===== src/rtl/state_history_display.sv =====
// History display for the Moore FSM: keeps the last DIGITS captured states (newest first),
// scans them onto a common-anode 7-segment display and counts captured FSM steps.
module state_history_display #(
  parameter int DIGITS   = 4,
  parameter int SCAN_DIV = 50000
) (
  input  logic              clk,
  input  logic              reset,
  input  logic              tick,
  input  logic [2:0]        state_in,
  input  logic              freeze,
  output logic [6:0]        seg,
  output logic [DIGITS-1:0] an,
  output logic              dp,
  output logic [7:0]        step_cnt
);

  localparam int CNT_W = (SCAN_DIV > 1) ? $clog2(SCAN_DIV) : 1;
  localparam int IDX_W = (DIGITS > 1) ? $clog2(DIGITS) : 1;

  localparam logic [CNT_W-1:0] CNT_LAST = CNT_W'(SCAN_DIV - 1);
  localparam logic [IDX_W-1:0] IDX_LAST = IDX_W'(DIGITS - 1);
  localparam logic [6:0]       SEG_BLANK = 7'b1111111;

  function automatic logic [6:0] seg_decode(input logic [2:0] s);
    logic [6:0] r;
    case (s)
      3'd0:    r = 7'b1000000;
      3'd1:    r = 7'b1111001;
      3'd2:    r = 7'b0100100;
      3'd3:    r = 7'b0110000;
      3'd4:    r = 7'b0011001;
      3'd5:    r = 7'b0010010;
      default: r = 7'b0111111;
    endcase
    return r;
  endfunction

  logic              tick_s1, tick_s2, tick_s3;
  logic              edge_p0, capture_p0;
  logic [2:0]        hist [DIGITS];
  logic [DIGITS-1:0] valid;
  logic [CNT_W-1:0]  scan_cnt;
  logic [IDX_W-1:0]  scan_idx;
  logic [2:0]        cur_state;
  logic              cur_vld;

  // Stage s1..s3: synchronise clk_div and detect its rising edge
  always_ff @(posedge clk or negedge reset) begin
    if (!reset) begin
      tick_s1 <= 1'b0;
      tick_s2 <= 1'b0;
      tick_s3 <= 1'b0;
    end else begin
      tick_s1 <= tick;
      tick_s2 <= tick_s1;
      tick_s3 <= tick_s2;
    end
  end

  assign edge_p0    = tick_s2 & ~tick_s3;
  // An edge seen while frozen is discarded, not deferred.
  assign capture_p0 = edge_p0 & ~freeze;

  // Stage p0: history shift and step count
  always_ff @(posedge clk) begin
    if (capture_p0) begin
      for (int k = DIGITS - 1; k > 0; k--) begin
        hist[k] <= hist[k-1];
      end
      hist[0] <= state_in;
    end
  end

  always_ff @(posedge clk or negedge reset) begin
    if (!reset) begin
      valid    <= '0;
      step_cnt <= 8'd0;
    end else if (capture_p0) begin
      valid    <= {valid[DIGITS-2:0], 1'b1};
      step_cnt <= step_cnt + 8'd1;
    end
  end

  // Digit scan runs free of tick and freeze.
  always_ff @(posedge clk or negedge reset) begin
    if (!reset) begin
      scan_cnt <= '0;
      scan_idx <= '0;
    end else if (scan_cnt == CNT_LAST) begin
      scan_cnt <= '0;
      scan_idx <= (scan_idx == IDX_LAST) ? '0 : scan_idx + IDX_W'(1);
    end else begin
      scan_cnt <= scan_cnt + CNT_W'(1);
    end
  end

  always_comb begin
    cur_state = hist[scan_idx];
    cur_vld   = valid[scan_idx];
  end

  // Stage p1: registered display outputs
  always_ff @(posedge clk or negedge reset) begin
    if (!reset) begin
      seg <= SEG_BLANK;
      an  <= ~DIGITS'(1);
      dp  <= 1'b1;
    end else begin
      seg <= cur_vld ? seg_decode(cur_state) : SEG_BLANK;
      an  <= ~(DIGITS'(1) << scan_idx);
      dp  <= ~((scan_idx == IDX_W'(0)) & valid[0]);
    end
  end

endmodule


===== config.mk =====
export PLATFORM = sky130hd
export DESIGN_NAME = state_history_display
export DESIGN_NICKNAME = d
export VERILOG_FILES = /design/src/rtl/state_history_display.sv
export SDC_FILE = /design/constraint.sdc
export NUM_CORES = 1
export LEC_CHECK = 0
export CAP_MARGIN = 20
export CORE_AREA = 2 2 99 101
export CTS_BUF_LIST = sky130_fd_sc_hd__clkbuf_16
export DETAILED_ROUTE_END_ITERATION = 16
export DIE_AREA = 0 0 101 103
export GPL_TIMING_DRIVEN = 0
export SETUP_SLACK_MARGIN = 0.5
export SYNTH_ARGS = -nofsm -noshare
export SYNTH_HDL_FRONTEND = slang
export SYNTH_SLANG_ARGS = --single-unit

===== constraint.sdc =====
create_clock -name clk -period 7 [get_ports clk]
set_clock_uncertainty 0.2 [all_clocks]
set_input_delay 1.05 -clock clk [delete_from_list [all_inputs] [get_ports clk]]
set_output_delay 1.05 -clock clk [all_outputs]
set_load 0.03 [all_outputs]

==> impl_metrics.py, run 1 <==
metrics = {
    "routing": {
        "vias_per_cell": 4.14,
        "drtPass1Iterations": 4,
        "drt-total-wl_um": 3470,
        "drt_iter0_drc": 114,
        "drcViolationCount": 0,
        "wl_per_cell_um": 10.9,
        "num_vias": 1317,
        "detail-route-antenna-nets": 0,
    },
    "worst_setup_path": {
        "crit_chain": "buf_4 -> clkdlybuf4s50_1",
        "crit_type": "register to primary output",
        "critPathMaxFanout": 2,
        "cp.required_ps": 5750,
        "critPathCaptureType": "primary output",
        "arrival_ps": 1550,
        "slowest_stage": "clkdlybuf4s50_1",
        "worstSetupStartpointType": "register",
        "critPathMaxStageDelay_ps": 650,
    },
    "layout": {
        "drive_gt1_share_pct": 16.7,
        "diodes": 0,
        "utilization_pct": 30.2,
        "final_cells": 318,
        "synthToLayoutAreaGrowth_pct": 25.2,
        "fill_cells": 964,
        "final_area_mm2": 0.00286,
        "nets": 216,
    },
    "placement": {
        "placedCellCount": 309,
        "gp_congestion": 0.800,
        "dpl-instance-area_mm2": 0.00270,
        "dp_hpwl_um": 2410,
        "pre_cts_slack_ps": 3640,
        "io_buffers": 26,
    },
    "yosys": {
        "ys_seq_area_share_pct": 64.6,
        "yosysUniqueCellTypes": 29,
        "syn-num-nets": 181,
        "syn_inst": 168,
        "synth_area_mm2": 0.00228,
        "synth.area.top_cells": "dfrtp_1 37%, edfxtp_1 16%, dfstp_2 12%, xnor2_1 4.6%, mux4_2 3.9%",
        "yosysMostFrequentCell": "dfrtp_1",
        "synth_warnings": 0,
        "synth_commonest_cells": "34 x dfrtp_1, 12 x edfxtp_1, 12 x nand2_1, 12 x xnor2_1, 11 x nor2_1",
        "synth_top_cell_by_area": "dfrtp_1",
        "synth_top_area_share_pct": 37.3,
        "avgSynthCellArea_um2": 13.6,
        "synthArstFlopShare_pct": 78.6,
        "synth-edff-count": 12,
        "synth_ff_type": "dfrtp_1",
        "yosys_register_bits": 56,
    },
    "timing": {
        "setup_tns_ps": 0,
        "rsz0062_at_grt": "no",
        "fin_crit_sh_pct": 40.0,
        "hold_viol_final": 0,
        "slew_headroom_pct": 70.5,
        "finalWorstPathRequiredPeriod_ps": 2800,
        "setup_ws_ps": 4200,
        "slew_viol_final": 0,
        "setup_violations": 0,
        "fmax_ghz": 0.357,
        "tightest_slew_ps": 443,
    },
    "power": {
        "power_density_mw_per_mm2": 247,
        "p_leak_nw": 1.12,
        "ir_worst_vdd_uv": 95.1,
    },
    "flow_run": {
        "drv_cap": 0,
    },
    "floorplanning": {
        "die_h_um": 103,
        "core_area_mm2": 0.00946,
        "start_util_pct": 24.1,
        "die_w_um": 101,
        "num_rows": 36,
        "pin_count": 27,
        "die_area_mm2": 0.0104,
    },
    "grt": {
        "grt_pass1_wl_um": 6090,
        "grt_usage_pct": 7.44,
        "grt_pass1_vias": 1285,
        "antenna_found_initial": 0,
        "grt_start_max_net_pins": 42,
        "overflow": 0,
    },
    "cts": {
        "clk_pin_slew_ps": 70,
        "numCtsBuffers": 5,
        "clkLatencyLatePin_ps": 280,
        "cts_tree": "done",
        "cts-resized-gates": 0,
        "ctsHtreeMaxLevel": 2,
        "postCtsHoldBufs": 0,
        "root_buffer": "clkbuf_16",
        "clock_sinks": 56,
        "cts_buffer_depth": 2,
        "post-cts-setup-buffers": 0,
    },
    "worst_hold_path": {
        "worst_hold_path_type": "register to register",
    },
    "run_status": {
        "run_status": "finished clean",
    },
}
[cells in the final DEF, fill, tap and decap left out, drive strengths merged, types with 7 or more instances in the layout]
cell,netlist,final
dfrtp,34,34
clkdlybuf4s50,0,25
nand2,12,12
xnor2,12,12
edfxtp,12,12
nor2,11,11
nand3,10,10
dfstp,10,10
inv,8,9
xor2,9,9
nand4,7,7
clkbuf,2,7
[critical path, delay by kind of cell, from the launching register on]
kind / cells / cell delay, ps
buffers and inverters: 2 / 740
flip-flops: 1 / 530
[logic make-up after synthesis]
group | synth area share (%)
and+or+nand+nor | 13.6
DFF | 64.6
xor gates and xnor gates | 8.06
buffers and inverters | 2.47
muxes | 7.08
adders and majority gates | 3.29
AOI/OAI and AO/OA | 0.877
[power breakdown]
part	internal, mW	leakage, nW	total (mW)	switching (mW)
logic	0.0434	0.408	0.0940	0.0506
registers	0.354	0.641	0.376	0.0220
clock network	0.131	0.0726	0.234	0.104
[path summary, 6_finish.rpt]
kind | from | to | slack (ps) | cells after the start
min | tick_s1 | tick_s2 | 150 | 0
max reg2reg | scan_cnt[0] | scan_idx[0] | 4510 | 6
max | seg[3] | seg[3] | 4200 | 2
min in group asynchronous | reset | seg[4] | 560 | 1
max in group asynchronous | reset | seg[6] | 5770 | 2
min reg2reg | tick_s1 | tick_s2 | 150 | 0
[routing by layer]
layer	wire [um]	track usage, %
met1	1660	9.45
met2	1670	12.4
met3	112	1.83
met4	34	2.81
met5	0	0
[area by class of cell]
class                           count  area (um^2)  area share (%)
Clock buffer                        5          125            4.38
Sequential cell                    56         1470            51.6
Inverter                            8         30.0            1.05
Multi-Input combinational cell    100          751            26.3
Buffer                              4         26.3           0.920
Clock inverter                      3         16.3           0.570
Timing Repair Buffer               28          290            10.2
Tap cell                          114          143            5.00
[per-stage QoR]
| stage | power, mW | hold slack [ps] |
|---|---|---|
| floorplan | 0.429 | 131 |
| global placement | 0.474 | 137 |
| detailed placement | 0.477 | 136 |
| CTS | 0.715 | 151 |
| global route | 0.742 | 164 |
| finish | 0.704 | 149 |
[sequential cells by signal, summed over array words and instances (netlist names)]
| register | count |
|---|---|
| hist | 12 |
| an | 4 |
| step_cnt | 8 |
| valid | 4 |
| scan_cnt | 16 |
| tick_s3 | 1 |
| dp | 1 |
| tick_s2 | 1 |
| scan_idx | 2 |
| tick_s1 | 1 |
| seg | 6 |
(Power assumes the default switching activity.)
==> inputs of run 2 (changes only) <==
- clock period: 7 -> 2.7 ns (I/O delays scaled with it)
==> run 2 against run 1 <==
First-iteration DRC count decreased by 68%. Final area increased by 3.3%. Combinational power increased to 2.6 times the previous value. Die area unchanged. Non-clock buffer count increased by 6. Routed wire length increased by 7.1%. Critical path type is now register to register. Power increased to 2.7 times the previous value.
==> impl_metrics.py, run 2 (same netlist as run 1, synthesis figures left out) <==
metrics = {
    "routing": {
        "detail-route-antenna-nets": 0,
        "vias_per_cell": 4.20,
        "wl_per_cell_um": 11.5,
        "num_vias": 1361,
        "wl_met2_um": 1820,
        "drt_iter0_drc": 37,
        "wl_met3_um": 111,
        "drt-total-wl_um": 3720,
        "drcViolationCount": 0,
        "maxUsedRoutingLayer": "met4",
        "drtPass1Iterations": 3,
        "wl_met1_um": 1710,
    },
    "cts": {
        "clk_pin_slew_ps": 70,
        "clock_sinks": 56,
        "ctsHtreeMaxLevel": 2,
        "numCtsBuffers": 5,
        "cts_buffer_depth": 2,
        "clkLatencyLatePin_ps": 290,
        "cts_tree": "done",
        "root_buffer": "clkbuf_16",
    },
    "worst_setup_path": {
        "rrSetupSlack_ps": 560,
        "worstReg2RegStart": "scan_cnt[1]",
        "crit_type": "register to register",
        "cp_num_cells": 6,
        "slowest_stage": "or4_4",
        "arrival_ps": 2120,
        "critPathMaxStageDelay_ps": 440,
        "worstSetupStartpointType": "register",
        "critPathMaxFanout": 6,
        "timing.rr.end": "scan_idx[1]",
        "cp_top_family": "simple AND/OR/NAND/NOR gates",
        "path_buf_inv": 1,
        "cp-endpoint": "scan_idx[1]",
        "crit_chain": "ha_4 -> nand4_1 -> or4_4 -> nor4_4 -> buf_4 -> mux2_4",
        "reg2reg_depth": 6,
        "startpoint": "scan_cnt[1]",
        "critPathCaptureType": "register",
        "cp.required_ps": 2680,
    },
    "floorplanning": {
        "pin_count": 27,
        "start_util_pct": 24.1,
        "die_h_um": 103,
        "die_area_mm2": 0.0104,
        "core_area_mm2": 0.00946,
        "die_w_um": 101,
        "num_rows": 36,
    },
    "timing": {
        "slew_viol_final": 0,
        "rsz0062_at_grt": "yes",
        "finalWorstPathRequiredPeriod_ps": 2140,
        "fin_crit_sh_pct": 79.3,
        "tightest_slew_ps": 491,
        "fin_hold_ws_ps": 156,
        "setup_violations": 0,
        "fmax_ghz": 0.467,
        "slew_headroom_pct": 67.3,
        "hold_viol_final": 0,
    },
    "layout": {
        "diodes": 0,
        "nets": 222,
        "final_cells": 324,
        "regMostFlops": "scan_cnt",
        "final_common_cell": "dfrtp_1",
        "fill_cells": 951,
        "largest_register_ffs": 16,
        "final_area_mm2": 0.00295,
        "drive_gt1_share_pct": 20.5,
        "synthToLayoutAreaGrowth_pct": 29.3,
        "final_cell_mix": "34 x dfrtp_1, 24 x clkdlybuf4s50_1, 12 x nand2_1, 12 x xnor2_1, 12 x edfxtp_1",
        "reg.largest.list": "scan_cnt (16), hist (12), step_cnt (8)",
    },
    "placement": {
        "gp_congestion": 0.770,
        "io_buffers": 26,
        "dp_hpwl_um": 2580,
        "dpl-instance-area_mm2": 0.00270,
        "placedCellCount": 309,
    },
    "worst_hold_path": {
        "worst_hold_path_type": "register to register",
    },
    "power": {
        "power_density_mw_per_mm2": 647,
        "ir_worst_vdd_uv": 484,
        "p_leak_nw": 1.19,
        "power.total_mw": 1.91,
    },
    "grt": {
        "grt_pass1_wl_um": 6400,
        "antenna_found_initial": 0,
        "grt_start_max_net_pins": 31,
        "overflow": 0,
        "grt_pass1_vias": 1383,
        "grt_usage_pct": 7.89,
    },
    "flow_run": {
        "drv_cap": 0,
    },
    "run_status": {
        "run_status": "finished clean",
    },
}
[run 2: area by class of cell]
cell class	instances	area [um^2]	share of cell area [%]
sequential	56	1470	50.0
multi-input combinational	100	779	26.4
timing repair buffer	34	333	11.3
clock buffer	6	150	5.09
tap	114	143	4.84
inverter	8	30.0	1.02
buffer	4	27.5	0.933
clock inverter	2	12.5	0.424
[run 2: worst register-to-register path, cell delays in order, from the launching register on]
cell and delay [ps]:
dfrtp_1 410, ha_4 180, nand4_1 90, or4_4 440, nor4_4 260, buf_4 160, mux2_4 280
[run 2: through the flow]
step	setup TNS, ps	setup WS, ps	util, %
finish	0	559	31.2
global placement	-3630	-110	28.4
floorplan	0	514	-
global route	0	460	31.2
CTS	0	501	30.8
detailed placement	0	21.4	28.6
[run 2: layer usage]
metal	vias to the layer above	GRT usage, %
met2	24	12.9
met1	666	9.52
met4	0	4.37
met5	-	0
li1	664	-
met3	7	2.03
[run 2: power by group]
group | internal, mW | total [mW] | switching, mW
registers | 0.917 | 0.973 | 0.0562
clock network | 0.401 | 0.690 | 0.290
logic | 0.112 | 0.245 | 0.133
total | 1.43 | 1.91 | 0.479
[run 2: how the worst min path moves through the flow]
stage | start | to | depth (start not counted)
finish | tick_s1 | tick_s2 | 0
global route | tick_s1 | tick_s2 | 0
CTS | tick_s1 | tick_s2 | 0
detailed placement | tick_s1 | tick_s2 | 0
global placement | tick_s1 | tick_s2 | 0
floorplan | reset | an[0] | 0
[run 2: timing repair]
action                     in CTS  in global routing
gates resized for setup         3                  3
setup buffers                   2                  4
hold endpoints to repair       14                  0
pin swaps                       0                  3
hold buffers                    1                  0
setup endpoints to repair       9                  2
==> inputs of run 3 (changes only) <==
- clock period: 2.7 -> 2.2 ns (I/O delays scaled with it)
==> run 3 against run 2 <==
Setup slack got worse by 360 ps. Register-to-register slack got worse by 360 ps. Clock power increased by 16%. Sequential share of layout area decreased by 1.1 points. Critical endpoint unchanged. Non-clock buffer count increased by 7.
==> impl_metrics.py, run 3 (same netlist as run 1, synthesis figures left out) <==
metrics = {
    "cts": {
        "clk_pin_slew_ps": 70,
        "cts_tree": "done",
        "clkLatencyLatePin_ps": 290,
        "clock_sinks": 56,
        "root_buffer": "clkbuf_16",
        "cts_buffer_depth": 2,
        "ctsHtreeMaxLevel": 2,
        "numCtsBuffers": 5,
    },
    "worst_setup_path": {
        "arrival_ps": 1980,
        "critPathCaptureType": "register",
        "cp.required_ps": 2180,
        "slowest_stage": "or4_4",
        "critPathMaxStageDelay_ps": 440,
        "crit_type": "register to register",
        "worstSetupStartpointType": "register",
        "critPathMaxFanout": 2,
        "reg2reg_depth": 6,
        "crit_chain": "ha_4 -> nand4_1 -> or4_4 -> nor4_4 -> buf_4 -> mux2_4",
    },
    "grt": {
        "use_met3_pct": 2.85,
        "grt_start_max_net_pins": 30,
        "met1_usage_pct": 10.4,
        "grt_pass1_wl_um": 6740,
        "overflow": 0,
        "met2_usage_pct": 13.5,
        "grt_pass1_vias": 1396,
        "busiest_layer": "met2",
        "antenna_found_initial": 0,
        "grt_usage_pct": 8.34,
    },
    "routing": {
        "drtPass1Iterations": 4,
        "wl_per_cell_um": 11.9,
        "num_vias": 1386,
        "detail-route-antenna-nets": 0,
        "vias_per_cell": 4.19,
        "drcViolationCount": 0,
        "drt_iter0_drc": 69,
        "drt-total-wl_um": 3950,
    },
    "timing": {
        "fin_crit_sh_pct": 90.9,
        "finalWorstPathRequiredPeriod_ps": 2000,
        "tightest_slew_ps": 389,
        "fmax_ghz": 0.500,
        "setup_violations": 0,
        "fin_hold_ws_ps": 152,
        "rsz0062_at_grt": "yes",
        "slew_viol_final": 0,
        "setup_ws_ps": 199,
        "hold_viol_final": 0,
        "slew_headroom_pct": 73.9,
    },
    "floorplanning": {
        "pin_count": 27,
        "core_area_mm2": 0.00946,
        "die_h_um": 103,
        "die_w_um": 101,
        "num_rows": 36,
        "start_util_pct": 24.1,
        "die_area_mm2": 0.0104,
    },
    "power": {
        "p_sw_share_pct": 26.6,
        "p_switching_mw": 0.603,
        "p_leak_nw": 1.27,
        "ir_worst_vdd_uv": 522,
        "power_density_mw_per_mm2": 749,
        "p_comb_share_pct": 12.0,
        "power_frac_seq_pct": 52.6,
        "p_clk_share_pct": 35.4,
        "p_int_mw": 1.66,
    },
    "placement": {
        "dp_hpwl_um": 2550,
        "pre_cts_slack_ps": -5.13,
        "placedCellCount": 309,
        "io_buffers": 26,
        "gp_congestion": 0.754,
        "dpl-instance-area_mm2": 0.00271,
    },
    "layout": {
        "diodes": 0,
        "reg.largest.list": "scan_cnt (16), hist (12), step_cnt (8)",
        "fill_cells": 969,
        "largest_register_ffs": 16,
        "nets": 229,
        "final_cell_mix": "32 x dfrtp_1, 12 x nand2_1, 12 x xnor2_1, 12 x buf_4, 12 x edfxtp_1",
        "drive_gt1_share_pct": 33.2,
        "final_area_mm2": 0.00302,
        "final_cells": 331,
        "synthToLayoutAreaGrowth_pct": 32.5,
        "regMostFlops": "scan_cnt",
        "final_common_cell": "dfrtp_1",
        "utilization_pct": 31.9,
    },
    "run_status": {
        "run_status": "finished clean",
    },
    "flow_run": {
        "drv_cap": 0,
    },
    "worst_hold_path": {
        "whs_path_depth": 0,
        "worst_hold_path_type": "register to register",
    },
}
## run 3: power by group through the flow
stage	Clock [mW]	Combinational, mW	Sequential, mW
after floorplan	0	0.0729	1.29
after global placement	0	0.297	1.21
after detailed placement	0	0.305	1.21
after CTS	0.831	0.279	1.19
after global routing	0.883	0.302	1.20
final	0.802	0.272	1.19
## run 3: worst paths after layout
kind / start / slack [ps] / endpoint
min: tick_s1 / 150 / tick_s2
max in group asynchronous: reset / 1030 / scan_cnt[4]
max reg2reg: scan_cnt[1] / 200 / scan_idx[1]
min in group asynchronous: reset / 290 / valid[1]
max: scan_cnt[1] / 200 / scan_idx[1]
min reg2reg: tick_s1 / 150 / tick_s2
## run 3: what timing repair did
item | 4_1_cts | 5_1_grt
pin swaps | 1 | 0
setup endpoints to repair | 55 | 29
hold buffers | 1 | 0
resized for setup | 51 | 21
buffers inserted | 8 | 4
hold endpoints to repair | 5 | 0
cloned | 0 | 1
## run 3: final cells by class
type                       instances  area, um^2  share of cell area, %
inverter                           8        30.0                  0.994
timing repair buffer              41         357                   11.8
clock buffer                       5         125                   4.14
buffer                             4        48.8                   1.61
multi-input combinational        100         817                   27.0
clock inverter                     3        25.0                  0.828
sequential                        56        1480                   48.9
tap                              114         143                   4.72
## run 3: worst max-delay path: cells and delay by family, from the launching register on
family | cells | cell delay [ps]
buffers and inverters | 1 | 160
adders and majority gates | 1 | 150
DFF | 1 | 390
and+or+nand+nor | 3 | 690
muxes | 1 | 280
## run 3: layer usage
metal | vias up | part of all wire, %
met5 | - | 0
met4 | 0 | 1.5
met3 | 4 | 3.8
met2 | 26 | 47
met1 | 671 | 48
li1 | 685 | -
## run 3: stage by stage
| stage | power (mW) | TNS, ps |
|---|---|---|
| finish | 2.26 | 0 |
| global route | 2.39 | 0 |
| CTS | 2.30 | 0 |
| detailed placement | 1.52 | -5.13 |
| global placement | 1.51 | -19290 |
| floorplan | 1.36 | 0 |
